==> config.mk <==
export PLATFORM = sky130hd
export DESIGN_NAME = seg7_scan_rx
export DESIGN_NICKNAME = d
export VERILOG_FILES = /design/src/rtl/seg7_scan_rx.sv
export SDC_FILE = /design/constraint.sdc
export NUM_CORES = 1
export LEC_CHECK = 0
export CAP_MARGIN = 40
export CORE_MARGIN = 10
export CORE_UTILIZATION = 54
export CTS_BUF_LIST = sky130_fd_sc_hd__clkbuf_4 sky130_fd_sc_hd__clkbuf_8 sky130_fd_sc_hd__clkbuf_16
export DETAILED_ROUTE_END_ITERATION = 16
export PLACE_DENSITY = 0.79
export SLEW_MARGIN = 20
export SYNTH_ARGS = -nofsm -noshare
export SYNTH_HDL_FRONTEND = slang
export SYNTH_SLANG_ARGS = --single-unit
==> constraint.sdc <==
create_clock -name CLK -period 2.7 [get_ports CLK]
set_input_delay 0.405 -clock CLK [delete_from_list [all_inputs] [get_ports CLK]]
set_output_delay 0.405 -clock CLK [all_outputs]
set_load 0.01 [all_outputs]
==> src/rtl/seg7_scan_rx.sv <==
// seg7_scan_rx
//   Receiver for a time-multiplexed, active-low 7-segment display bus.
//   DIG/SEG are registered once, each digit's pattern is qualified for
//   STABLE consecutive identical samples, then inverse-decoded to a hex
//   nibble with per-digit validity.
//
// Parameters
//   STABLE  consecutive identical samples needed for a capture (2..255)
//   NDIG    number of multiplexed digits (1..8)
//
// Ports
//   CLK     system clock, rising edge
//   RST     asynchronous reset, active-low
//   DIG     digit select, active-low, one-hot-low selects a digit
//   SEG     segment lines gfedcba, 0 = lit
//   HEXOUT  captured nibbles, digit i in HEXOUT[4i+3:4i]
//   VALID   per-digit: last capture was a legal glyph
//   UPD     one-cycle pulse: legal glyph captured
//   ERR     one-cycle pulse: illegal non-blank pattern captured
//   IDX     digit index of the most recent capture
module seg7_scan_rx #(
  parameter int unsigned STABLE = 4,
  parameter int unsigned NDIG   = 4
) (
  input  logic              CLK,
  input  logic              RST,
  input  logic [NDIG-1:0]   DIG,
  input  logic [6:0]        SEG,
  output logic [4*NDIG-1:0] HEXOUT,
  output logic [NDIG-1:0]   VALID,
  output logic              UPD,
  output logic              ERR,
  output logic [2:0]        IDX
);

  localparam logic [7:0] STABLE_C = 8'(STABLE);

  typedef enum logic [1:0] {
    IDLE,
    DWELL,
    HELD
  } state_t;

  state_t          state;
  state_t          state_n;
  logic [7:0]      cnt;
  logic [7:0]      cnt_n;

  logic [NDIG-1:0] s_dig;
  logic [6:0]      s_seg;
  logic [NDIG-1:0] p_dig;
  logic [6:0]      p_seg;

  logic [NDIG-1:0] low;
  logic            onehot;
  logic            changed;
  logic            cap;
  logic [2:0]      cap_idx;
  logic [3:0]      nib;
  logic            legal;
  logic            blank;

  // Inverse glyph decode: {legal, nibble}
  function automatic logic [4:0] decode(input logic [6:0] seg);
    logic [4:0] r;
    case (seg)
      7'b1000000: r = {1'b1, 4'h0};
      7'b1111001: r = {1'b1, 4'h1};
      7'b0100100: r = {1'b1, 4'h2};
      7'b0110000: r = {1'b1, 4'h3};
      7'b0011001: r = {1'b1, 4'h4};
      7'b0010010: r = {1'b1, 4'h5};
      7'b0000010: r = {1'b1, 4'h6};
      7'b1011000: r = {1'b1, 4'h7};
      7'b0000000: r = {1'b1, 4'h8};
      7'b0010000: r = {1'b1, 4'h9};
      7'b0001000: r = {1'b1, 4'hA};
      7'b0000011: r = {1'b1, 4'hB};
      7'b1000110: r = {1'b1, 4'hC};
      7'b0100001: r = {1'b1, 4'hD};
      7'b0000110: r = {1'b1, 4'hE};
      7'b0001110: r = {1'b1, 4'hF};
      default:    r = {1'b0, 4'h0};
    endcase
    return r;
  endfunction

  // Sample register plus a copy of the previous sample for the
  // stability compare. Both reset to all ones so the first real sample
  // after reset always counts as a change.
  always_ff @(posedge CLK or negedge RST) begin
    if (!RST) begin
      s_dig <= '1;
      s_seg <= '1;
      p_dig <= '1;
      p_seg <= '1;
    end else begin
      s_dig <= DIG;
      s_seg <= SEG;
      p_dig <= s_dig;
      p_seg <= s_seg;
    end
  end

  // Digit-select qualification
  always_comb begin
    low     = ~s_dig;
    onehot  = (low != '0) && ((low & (low - 1'b1)) == '0);
    changed = (s_dig != p_dig) || (s_seg != p_seg);
    cap_idx = '0;
    for (int unsigned i = 0; i < NDIG; i++) begin
      if (low[i]) cap_idx = 3'(i);
    end
  end

  always_comb begin
    {legal, nib} = decode(s_seg);
    blank        = (s_seg == 7'b1111111);
  end

  // FSM state register
  always_ff @(posedge CLK or negedge RST) begin
    if (!RST) begin
      state <= IDLE;
      cnt   <= '0;
    end else begin
      state <= state_n;
      cnt   <= cnt_n;
    end
  end

  // FSM next-state; the count is of samples equal to the first one of
  // the dwell, so a reload sets it to 1, not 0.
  always_comb begin
    state_n = state;
    cnt_n   = cnt;
    cap     = 1'b0;
    if (!onehot) begin
      state_n = IDLE;
      cnt_n   = '0;
    end else if (changed || (state == IDLE)) begin
      state_n = DWELL;
      cnt_n   = 8'd1;
    end else if (state == DWELL) begin
      cnt_n = cnt + 8'd1;
      if (cnt_n >= STABLE_C) begin
        cnt_n   = STABLE_C;
        cap     = 1'b1;
        state_n = HELD;
      end
    end
  end

  // Registered capture outputs
  always_ff @(posedge CLK or negedge RST) begin
    if (!RST) begin
      HEXOUT <= '0;
      VALID  <= '0;
      UPD    <= 1'b0;
      ERR    <= 1'b0;
      IDX    <= '0;
    end else begin
      UPD <= 1'b0;
      ERR <= 1'b0;
      if (cap) begin
        IDX <= cap_idx;
        UPD <= legal;
        ERR <= !legal && !blank;
        for (int unsigned i = 0; i < NDIG; i++) begin
          if (cap_idx == 3'(i)) begin
            VALID[i] <= legal;
            if (legal) HEXOUT[4*i +: 4] <= nib;
          end
        end
      end
    end
  end

endmodule

==> impl_results.md <==
* Status: finished, final reports clean
* Worst-path fanout max at 7
* Clock buffers created by TritonCTS at 5
* Router iterations before antenna repair at 4
* Layout cells sized above 1 at 26.3%
* Synthesized flop and latch total at 56
* Ys async rst share at 100%
* Die Ht at 89.9 µm
* Maximum clock insertion buffer count at 2
* Synth cell types at 53
* Die area at 0.00808 mm²
* Area share of the largest cell type after synthesis at 32.2%
* Vias at 1847
* Final Hold Vio Count at 0
* Crit path DAT at 2750 ps
* Core area at 0.00472 mm²
* WS Path Type: register to register
* Routability cong. at 0.867
* Post-synth EDFFs at 0
* Switching Fraction at 24.0%
* FF+latch area at 0.00143 mm²
* Placed cell areas at 0.00305 mm²
* Total GRT Usage at 13.9%
* Final worst-path cycle share at 94.8%
* Multi-input gate area at 0.00108 mm²
* Post-route ant nets at 0
* Max Slew Vio Count at 0
* CP required at 2890 ps
* Netlist Area Pre-Place at 0.00264 mm²
* Worst-Margin Slew at 632 ps
* Clock root cell: clkbuf_8
* # IOs at 38
* Initial antenna violation count at 0
* Synth area leader: dfrtp_1
* Tmin final at 2560 ps
* Sequential power share at 60.8%
* VDD IR max at 0.322 mV
* Pin count of the biggest net entering global routing at 23
* Overall Power at 0.00149 W
* Flop2flop setup slack at 140 ps
* First-pass GRT wire length at 9470 µm
* Clock skew at 8.44 ps
* Row count at 25
* CTS tree: built
* Synth area leaders: dfrtp_1, dfstp_2, mux2_2
* Clk network pwr share at 31.4%
* Syn_area_per_cell at 11.9 µm²
* Vias in the first global route at 1993
* Comb power frac at 7.8%
* Max-cap violations at 0
* Hold Slack at 73.2 ps
* Via density at 5.61
* Setup_tns at 0 ps
* Clk_lat worst skew at 310 ps
* CTS H-Tree Depth at 2
* Hpwl dp at 4000 µm
* Net count, final at 275
* Worst-path clk slew at 90 ps
* Initial Util at 55.9%
* Switching power at 0.000358 W
* P_leak at 1.35 nW
* P&R area growth vs syn at 19.4%
* Fillers at 376
* DR DRC count at 0
* Seq/Total Area, Yosys at 54.1%
* Highest Clock Rate at 391 MHz
* Yosys warns at 0
* CTS Sinks at 56
* Final wirelength at 5430 µm
* Dpl ws at 69.3 ps
* Gr ovfl total at 0
* Syn Nets at 236
* Worst Hold Class: input pin to async pin
* Depth of the worst register-to-register path at 6
* Power Density at 474 mW/mm²
* First-iteration detailed-routing DRC count at 162
* Dominant synthesized flop cell: dfrtp_1
* Synth Instances at 222
* # setup viols final at 0
* RSZ-0062 raised after global routing: false
* Worst Setup Slack, final at 140 ps
* CP Capture Type: register
* # hold bufs at CTS at 0
* Setup crit start kind: register
* Relative slew margins at 57.9%
* PortBufs at 36
* Ant diodes at 0
* Chip width at 89.9 µm
* P_int at 0.00114 W
* Design Area, Final at 0.00315 mm²
* Routed len/inst at 16.5 µm
area by class of cell:
cell class / instances / area share [%]
flip-flops and latches: 56 / 45.4
multi-input cells: 148 / 34.4
repair buffers: 45 / 14.1
well taps: 67 / 2.66
clock buffers: 6 / 2.62
inverters: 5 / 0.596
clock inverters: 2 / 0.318
placed cells by master, fill, tap and decap left out, types with 3 or more instances in the layout:
| master | netlist | layout |
|---|---|---|
| clkdlybuf4s50_1 | 0 | 35 |
| dfrtp_1 | 34 | 34 |
| dfstp_2 | 22 | 22 |
| mux2_2 | 17 | 17 |
| nor2_1 | 14 | 14 |
| xnor2_1 | 13 | 13 |
| nand2_1 | 11 | 11 |
| nor3_1 | 8 | 8 |
| buf_4 | 4 | 8 |
| a21oi_1 | 7 | 7 |
| nand2b_1 | 7 | 7 |
| nand4_1 | 6 | 6 |
| clkbuf_8 | 0 | 6 |
| nand3_1 | 5 | 5 |
| inv_1 | 5 | 5 |
| nand4b_1 | 4 | 4 |
| and2_1 | 4 | 4 |
| o22ai_1 | 3 | 3 |
| nor4_1 | 3 | 3 |
worst max-delay path: stages, from the launching register on:
cell and delay [ps]:
dfstp_2 600, or2b_2 320, or4_1 410, o31ai_1 110
or3_1 290, nor3b_4 340, mux2_2 380
synthesized netlist by cell type, drive strengths merged, types with 2 or more instances:
cell,instances
and4b,2
a221o,2
nor2,14
nor4,3
a211oi,2
a22o,2
dfstp,22
mux2,17
inv,5
o31ai,2
buf,13
and2,4
xnor2,13
nand4b,4
o211a,2
nor3,8
o22ai,3
or4,2
nand2b,7
a21oi,7
or3,3
nor2b,2
nand3,5
nor3b,4
nand4,8
nand2,11
dfrtp,34
o21ai,2
kinds of logic (layout without fill, tap and decap cells):
kind of cell / count (synthesis) / after routing / synth area share [%]
XOR/XNOR: 14 / 14 / 4.65
AND/OR/NAND/NOR: 82 / 82 / 19.0
adder cells (fa/ha/maj): 1 / 1 / 0.474
buffers and inverters: 18 / 58 / 4.98
flip-flops: 56 / 56 / 54.1
AO/OA/AOI/OAI: 32 / 32 / 8.96
other: 1 / 1 / 0.142
multiplexers: 18 / 18 / 7.63
power groups by stage:
stage | clock (W) | combinational, W | sequential, W
after detailed placement | 0 | 0.000117 | 0.000922
final | 0.000469 | 0.000117 | 0.000907
after global routing | 0.000522 | 0.000131 | 0.000913
after global placement | 0 | 0.000110 | 0.000921
after floorplan | 0 | 0.0000912 | 0.000899
after CTS | 0.000479 | 0.000118 | 0.000907
stage by stage:
| step | util (%) | cells |
|---|---|---|
| 2_1_floorplan | - | 222 |
| 3_3_place_gp | 64.1 | 320 |
| 3_5_place_dp | 64.6 | 321 |
| 4_1_cts | 66.6 | 329 |
| 5_1_grt | 66.7 | 329 |
| 6_report | 66.7 | 329 |
sequential cells by signal (all words and copies together), names as in the netlist:
| register | count |
|---|---|
| IDX | 2 |
| state | 2 |
| ERR | 1 |
| p_dig | 4 |
| UPD | 1 |
| cnt | 8 |
| VALID | 4 |
| HEXOUT | 16 |
| s_dig | 4 |
| s_seg | 7 |
| p_seg | 7 |
what timing repair did:
item / in CTS / in global routing
endpoints found under the setup margin: 0 / 3
resized for setup: 0 / 1
buffers inserted: 0 / 0
metal layers:
layer | vias to the layer above | part of all wire (%) | track usage, %
li1 | 876 | - | -
met1 | 914 | 43 | 16.4
met2 | 46 | 50 | 23.4
met3 | 11 | 5.3 | 3.82
met4 | 0 | 1.6 | 5.17
met5 | - | 0 | 0
worst paths after layout:
kind                                         start               endpoint
worst max-delay path            s_seg[0]$_DFF_PN1_  HEXOUT[9]$_DFFE_PN0P_
worst min-delay path                           RST  HEXOUT[0]$_DFFE_PN0P_
worst min register to register  s_seg[0]$_DFF_PN1_     p_seg[0]$_DFF_PN1_
max in group asynchronous                      RST   VALID[1]$_DFFE_PN0P_
worst max register to register  s_seg[0]$_DFF_PN1_  HEXOUT[9]$_DFFE_PN0P_
min in group CLK                s_seg[0]$_DFF_PN1_     p_seg[0]$_DFF_PN1_
(Power assumes the default switching activity.)
